File: src/rtl/tsv_lane_sched_if.sv
// tsv_lane_sched_if: requester handshake and TSV lane bundle between requesters and the scheduler.
interface tsv_lane_sched_if #(
  parameter int NREQ = 4,
  parameter int DW = 8,
  parameter int LANES = 2
);
  localparam int SW = $clog2(NREQ);
  logic [NREQ-1:0] req_valid;
  logic [NREQ*DW-1:0] req_data;
  logic [NREQ-1:0] req_ready;
  logic [LANES-1:0] tsv_lane;
  logic tsv_sof;
  logic [SW-1:0] tsv_src;
  logic tsv_busy;
  modport master (output req_valid, req_data, input req_ready, tsv_lane, tsv_sof, tsv_src, tsv_busy);
  modport slave (input req_valid, req_data, output req_ready, tsv_lane, tsv_sof, tsv_src, tsv_busy);
endinterface

File: src/rtl/tsv_lane_sched.sv
// tsv_lane_sched: round-robin serializer of requester words onto a narrow TSV lane bundle.
// Define TSV_PARITY_EN to append an XOR parity beat after every word.
module tsv_lane_sched #(
  parameter int NREQ = 4,
  parameter int DW = 8,
  parameter int LANES = 2,
  parameter int MAXBURST = 4
) (
  input logic clk1,
  input logic rst,
  tsv_lane_sched_if.slave bus
);
  localparam int BEATS = DW / LANES;
`ifdef TSV_PARITY_EN
  localparam int LAST = BEATS;
`else
  localparam int LAST = BEATS - 1;
`endif
  localparam int SW = $clog2(NREQ);
  localparam int BW = $clog2(BEATS + 2);
  localparam int CW = $clog2(MAXBURST + 1);
  typedef enum logic [1:0] {IDLE, SEND, GAP} state_t;
  state_t state, state_n;
  logic [SW-1:0] rr_ptr, src, pick, sel;
  logic [DW-1:0] shreg, word;
  logic [BW-1:0] beat;
  logic [CW-1:0] burst;
  logic found, last, cont, load;
`ifdef TSV_PARITY_EN
  logic par;
`endif
  always_comb begin
    found = 1'b0;
    pick = '0;
    for (int i = NREQ - 1; i >= 0; i--) begin
      if (bus.req_valid[(int'(rr_ptr) + i) % NREQ]) begin
        found = 1'b1;
        pick = SW'((int'(rr_ptr) + i) % NREQ);
      end
    end
  end
  always_comb begin
    last = state == SEND && beat == BW'(LAST);
    cont = last && bus.req_valid[src] && burst < CW'(MAXBURST);
    load = (state == IDLE && found) || cont;
    sel = state == IDLE ? pick : src;
    word = bus.req_data[sel*DW +: DW];
    state_n = state == IDLE ? (found ? SEND : IDLE) :
              state == SEND ? ((last && !cont) ? GAP : SEND) : IDLE;
  end
  // ready is masked during reset so no word is accepted while the block is held
  assign bus.req_ready = (load && !rst) ? (NREQ'(1) << sel) : '0;
`ifdef TSV_PARITY_EN
  assign bus.tsv_lane = state != SEND ? '0 : last ? LANES'(par) : shreg[LANES-1:0];
`else
  assign bus.tsv_lane = state == SEND ? shreg[LANES-1:0] : '0;
`endif
  assign bus.tsv_sof = state == SEND && beat == '0;
  assign bus.tsv_busy = state == SEND;
  assign bus.tsv_src = src;
  always_ff @(posedge clk1 or posedge rst) begin
    if (rst) begin
      state <= IDLE;
      rr_ptr <= '0;
      src <= '0;
      shreg <= '0;
      beat <= '0;
      burst <= '0;
`ifdef TSV_PARITY_EN
      par <= 1'b0;
`endif
    end else begin
      state <= state_n;
      if (load) begin
        shreg <= word;
        src <= sel;
        beat <= '0;
        burst <= state == IDLE ? CW'(1) : burst + CW'(1);
`ifdef TSV_PARITY_EN
        par <= ^word;
`endif
      end else if (state == SEND) begin
        shreg <= shreg >> LANES;
        beat <= beat + BW'(1);
        if (last) rr_ptr <= src == SW'(NREQ - 1) ? '0 : src + SW'(1);
      end
    end
  end
endmodule

File: src/flat_wrapper.sv
// flat-port wrapper written by rule: the top's interface ports become plain ports
module tsv_lane_sched_flat 
#(
  parameter int NREQ = 4,
  parameter int DW = 8,
  parameter int LANES = 2,
  parameter int MAXBURST = 4
)
  (clk1, rst, bus_req_valid, bus_req_data, bus_req_ready, bus_tsv_lane, bus_tsv_sof, bus_tsv_src, bus_tsv_busy);
  tsv_lane_sched_if #(.NREQ(NREQ), .DW(DW), .LANES(LANES)) bus_i ();
  input logic clk1;
  input logic rst;
  input wire logic [$bits(bus_i.req_valid)-1:0] bus_req_valid;
  input wire logic [$bits(bus_i.req_data)-1:0] bus_req_data;
  output wire logic [$bits(bus_i.req_ready)-1:0] bus_req_ready;
  output wire logic [$bits(bus_i.tsv_lane)-1:0] bus_tsv_lane;
  output wire logic [$bits(bus_i.tsv_sof)-1:0] bus_tsv_sof;
  output wire logic [$bits(bus_i.tsv_src)-1:0] bus_tsv_src;
  output wire logic [$bits(bus_i.tsv_busy)-1:0] bus_tsv_busy;
  assign bus_i.req_valid = bus_req_valid;
  assign bus_i.req_data = bus_req_data;
  assign bus_req_ready = bus_i.req_ready;
  assign bus_tsv_lane = bus_i.tsv_lane;
  assign bus_tsv_sof = bus_i.tsv_sof;
  assign bus_tsv_src = bus_i.tsv_src;
  assign bus_tsv_busy = bus_i.tsv_busy;
  tsv_lane_sched #(.NREQ(NREQ), .DW(DW), .LANES(LANES), .MAXBURST(MAXBURST)) u_core (.clk1(clk1), .rst(rst), .bus(bus_i));
endmodule
File: config.mk
export PLATFORM = sky130hd
export DESIGN_NAME = tsv_lane_sched_flat
export DESIGN_NICKNAME = d
export VERILOG_FILES = /design/src/rtl/tsv_lane_sched_if.sv /design/src/rtl/tsv_lane_sched.sv /design/src/flat_wrapper.sv
export SDC_FILE = /design/constraint.sdc
export NUM_CORES = 1
export LEC_CHECK = 0
export ABC_AREA = 1
export CAP_MARGIN = 20
export CORE_MARGIN = 2
export CORE_UTILIZATION = 25
export DETAILED_ROUTE_END_ITERATION = 6
export PLACE_DENSITY = 0.47
export SLEW_MARGIN = 20
export SYNTH_ARGS = -nofsm -noshare
export SYNTH_HDL_FRONTEND = slang
export SYNTH_SLANG_ARGS = --single-unit
File: constraint.sdc
create_clock -name clk1 -period 3.37 [get_ports clk1]
set_clock_uncertainty 0.1 [all_clocks]
set_input_delay 1.011 -clock clk1 [delete_from_list [all_inputs] [get_ports clk1]]
set_output_delay 1.011 -clock clk1 [all_outputs]
set_load 0.03 [all_outputs]
==> flow_summary.ini <==
[timing]
max-slew-margin-rel = 0.709
drv_slew = 0
fmax_ghz = 0.297
setup_viol = 0
tightest_slew_ps = 435
rsz0062_at_grt = yes
min_period_ps = 3370
fin_crit_sh = 1.00
hold_violations = 0
whs_ps = 380

[setup_path]
worst-setup-path-type = input pin to primary output
startpoint_type = input pin
worstPathArrival_ps = 2260
critPathMaxFanout = 3
r2r-start = u_core.rr_ptr[0]
r2r.worst_path.cells = 17
timing.critical_path.to = bus_req_ready[1]
r2r_end = u_core.shreg[0]
critPathRequiredTime_ps = 2260
endpoint_kind = primary output
r2r_slack_ps = 930
startpoint = bus_req_valid[1]

[die]
rows = 29
io_pins = 48
die_area_sq_um = 7260
die_height_microns = 85.2
core_sq_um = 6350
chipWidth_microns = 85.2
start_util = 0.260

[clocking]
clock_path_buffers = 2
cts_buffers = 3
htreeDepth = 1
cts_hold_buf = 0
cts_tree = yes
insertion_delay_ps = 250
cts.clk_slew.worst_paths_ps = 70
clock_sinks = 20
cts_root_buf = clkbuf_8

[place]
port_buffers = 47
dp_hpwl_microns = 3340
gp_congestion = 0.793

[routing]
wl_per_cell_microns = 11.7
wl_microns = 4520
via_count = 1698
dr.pass1.iters = 4
first_iter_violations = 101
drc = 0
viasPerCell = 4.40
final_antenna_net_count = 0

[global_route]
grt_max_degree = 21
antenna_found_initial = 0
grt_pass1_vias = 1591
overflow = 0
grt_usage = 0.124
grt_pass1_wl_microns = 7400

[pwr]
total_power_uw = 2550
irDropWorstVdd_mv = 0.682
p_per_area_nw_per_um2 = 1000
power_leakage_uw = 0.00128

[final_layout]
final_layout_size_suffix_gt1_frac = 0.294
layout.nets = 354
synthToLayoutAreaGrowth_pct = 54.3
layout_common_cells = nand2_1 (92), clkdlybuf4s50_1 (39), nand2_2 (22)
final_common_cell = nand2_1
fillers = 658
antennaDiodeCount = 0

[worst_hold_path]
min_path_type = flop to flop

[synthesis]
syn-num-nets = 294
synth_seq_cells = 20
synth_area_sq_um = 1650
syn_inst = 251
ys_seq_area_frac = 0.304
synth.avg_cell_area_sq_um = 6.57
yosysWarnings = 0
synth.distinct_cells = 32

[flow_run]
max-cap-violations = 0

[run_status]
status = complete, no violations
[state kept, by name, summed over array words and instances, names as in the netlist]
name	cells
u_core.state	2
u_core.shreg	8
u_core.burst	3
u_core.beat	3
u_core.rr_ptr	2
u_core.bus.tsv_src	2
[cells by family after synthesis]
group,Yosys count,share of synthesized area
xor gates and xnor gates,1,0.00532
adders and majority gates,5,0.0380
and+or+nand+nor,163,0.462
DFF,20,0.304
AOI/OAI and AO/OA,23,0.0759
buffers and inverters,39,0.115
[critical path, stage by stage]
cell     delay (ps)
buf_8           110
inv_6            60
nand2_4          50
nand3_4         100
nand2_4          60
inv_2            50
nand2_2          50
nand3_2          70
nand3_2          80
nand2_2          80
o21ai_4          70
buf_6           140
nor3_4          180
buf_6           150
[synth_stat cells, drive strengths merged]
master,instances,area share
nand2,122,0.31
inv,30,0.068
nand3,27,0.096
dfrtp,20,0.30
o21ai,14,0.045
buf,8,0.045
nor2,7,0.032
a21oi,6,0.018
ha,5,0.038
nor3,4,0.012
clkinv,1,0.0023
nand4,1,0.0038
nor3b,1,0.0046
o21a,1,0.0046
o22ai,1,0.0038
o31ai,1,0.0046
or2,1,0.0038
xnor2,1,0.0053
[per-layer routing]
layer | vias up | wire (microns) | GRT usage
li1 | 907 | - | -
met1 | 744 | 2380 | 0.190
met2 | 45 | 1850 | 0.176
met3 | 2 | 251 | 0.0195
met4 | 0 | 37 | 0.0390
met5 | - | 0 | 0
[worst min path at each step]
stage                                from         endpoint  depth (start not counted)
after floorplan           u_core.shreg[6]  u_core.shreg[6]                          2
after global placement    u_core.shreg[6]  u_core.shreg[6]                          2
after detailed placement  u_core.shreg[7]  u_core.shreg[7]                          2
after CTS                 u_core.shreg[7]  u_core.shreg[7]                          2
after global routing      u_core.burst[1]  u_core.burst[1]                          2
final                     u_core.shreg[7]  u_core.shreg[7]                          2
[power breakdown]
part	internal (uW)	switching [uW]
sequential	356	117
combinational	750	1170
clock	79.5	74.8
[final cells by class]
class	count	area, sq um	area share
Sequential cell	20	504	0.198
Clock buffer	3	41.3	0.0162
Multi-Input combinational cell	192	1140	0.448
Inverter	31	139	0.0546
Timing Repair Buffer	63	623	0.245
Tap cell	77	96.3	0.0379
[repair_timing]
| item | in CTS | in global routing |
|---|---|---|
| gates resized for setup | 50 | 26 |
| buffers inserted | 4 | 0 |
| setup endpoints to repair | 4 | 4 |
| pin swaps | 6 | 12 |
[per-stage QoR]
stage          area (sq um)  worst slack (ps)  instances  utilization  TNS [ps]
2_1_floorplan          1700              35.7        251            -         0
3_3_place_gp           2280              -522        380        0.358     -2000
3_5_place_dp           2280              -560        380        0.358     -2180
4_1_cts                2450             -28.7        387        0.385     -45.6
5_1_grt                2540             -80.4        386        0.400      -186
6_report               2540             0.926        386        0.400         0
No activity file was read; power rests on OpenSTA's default activity.
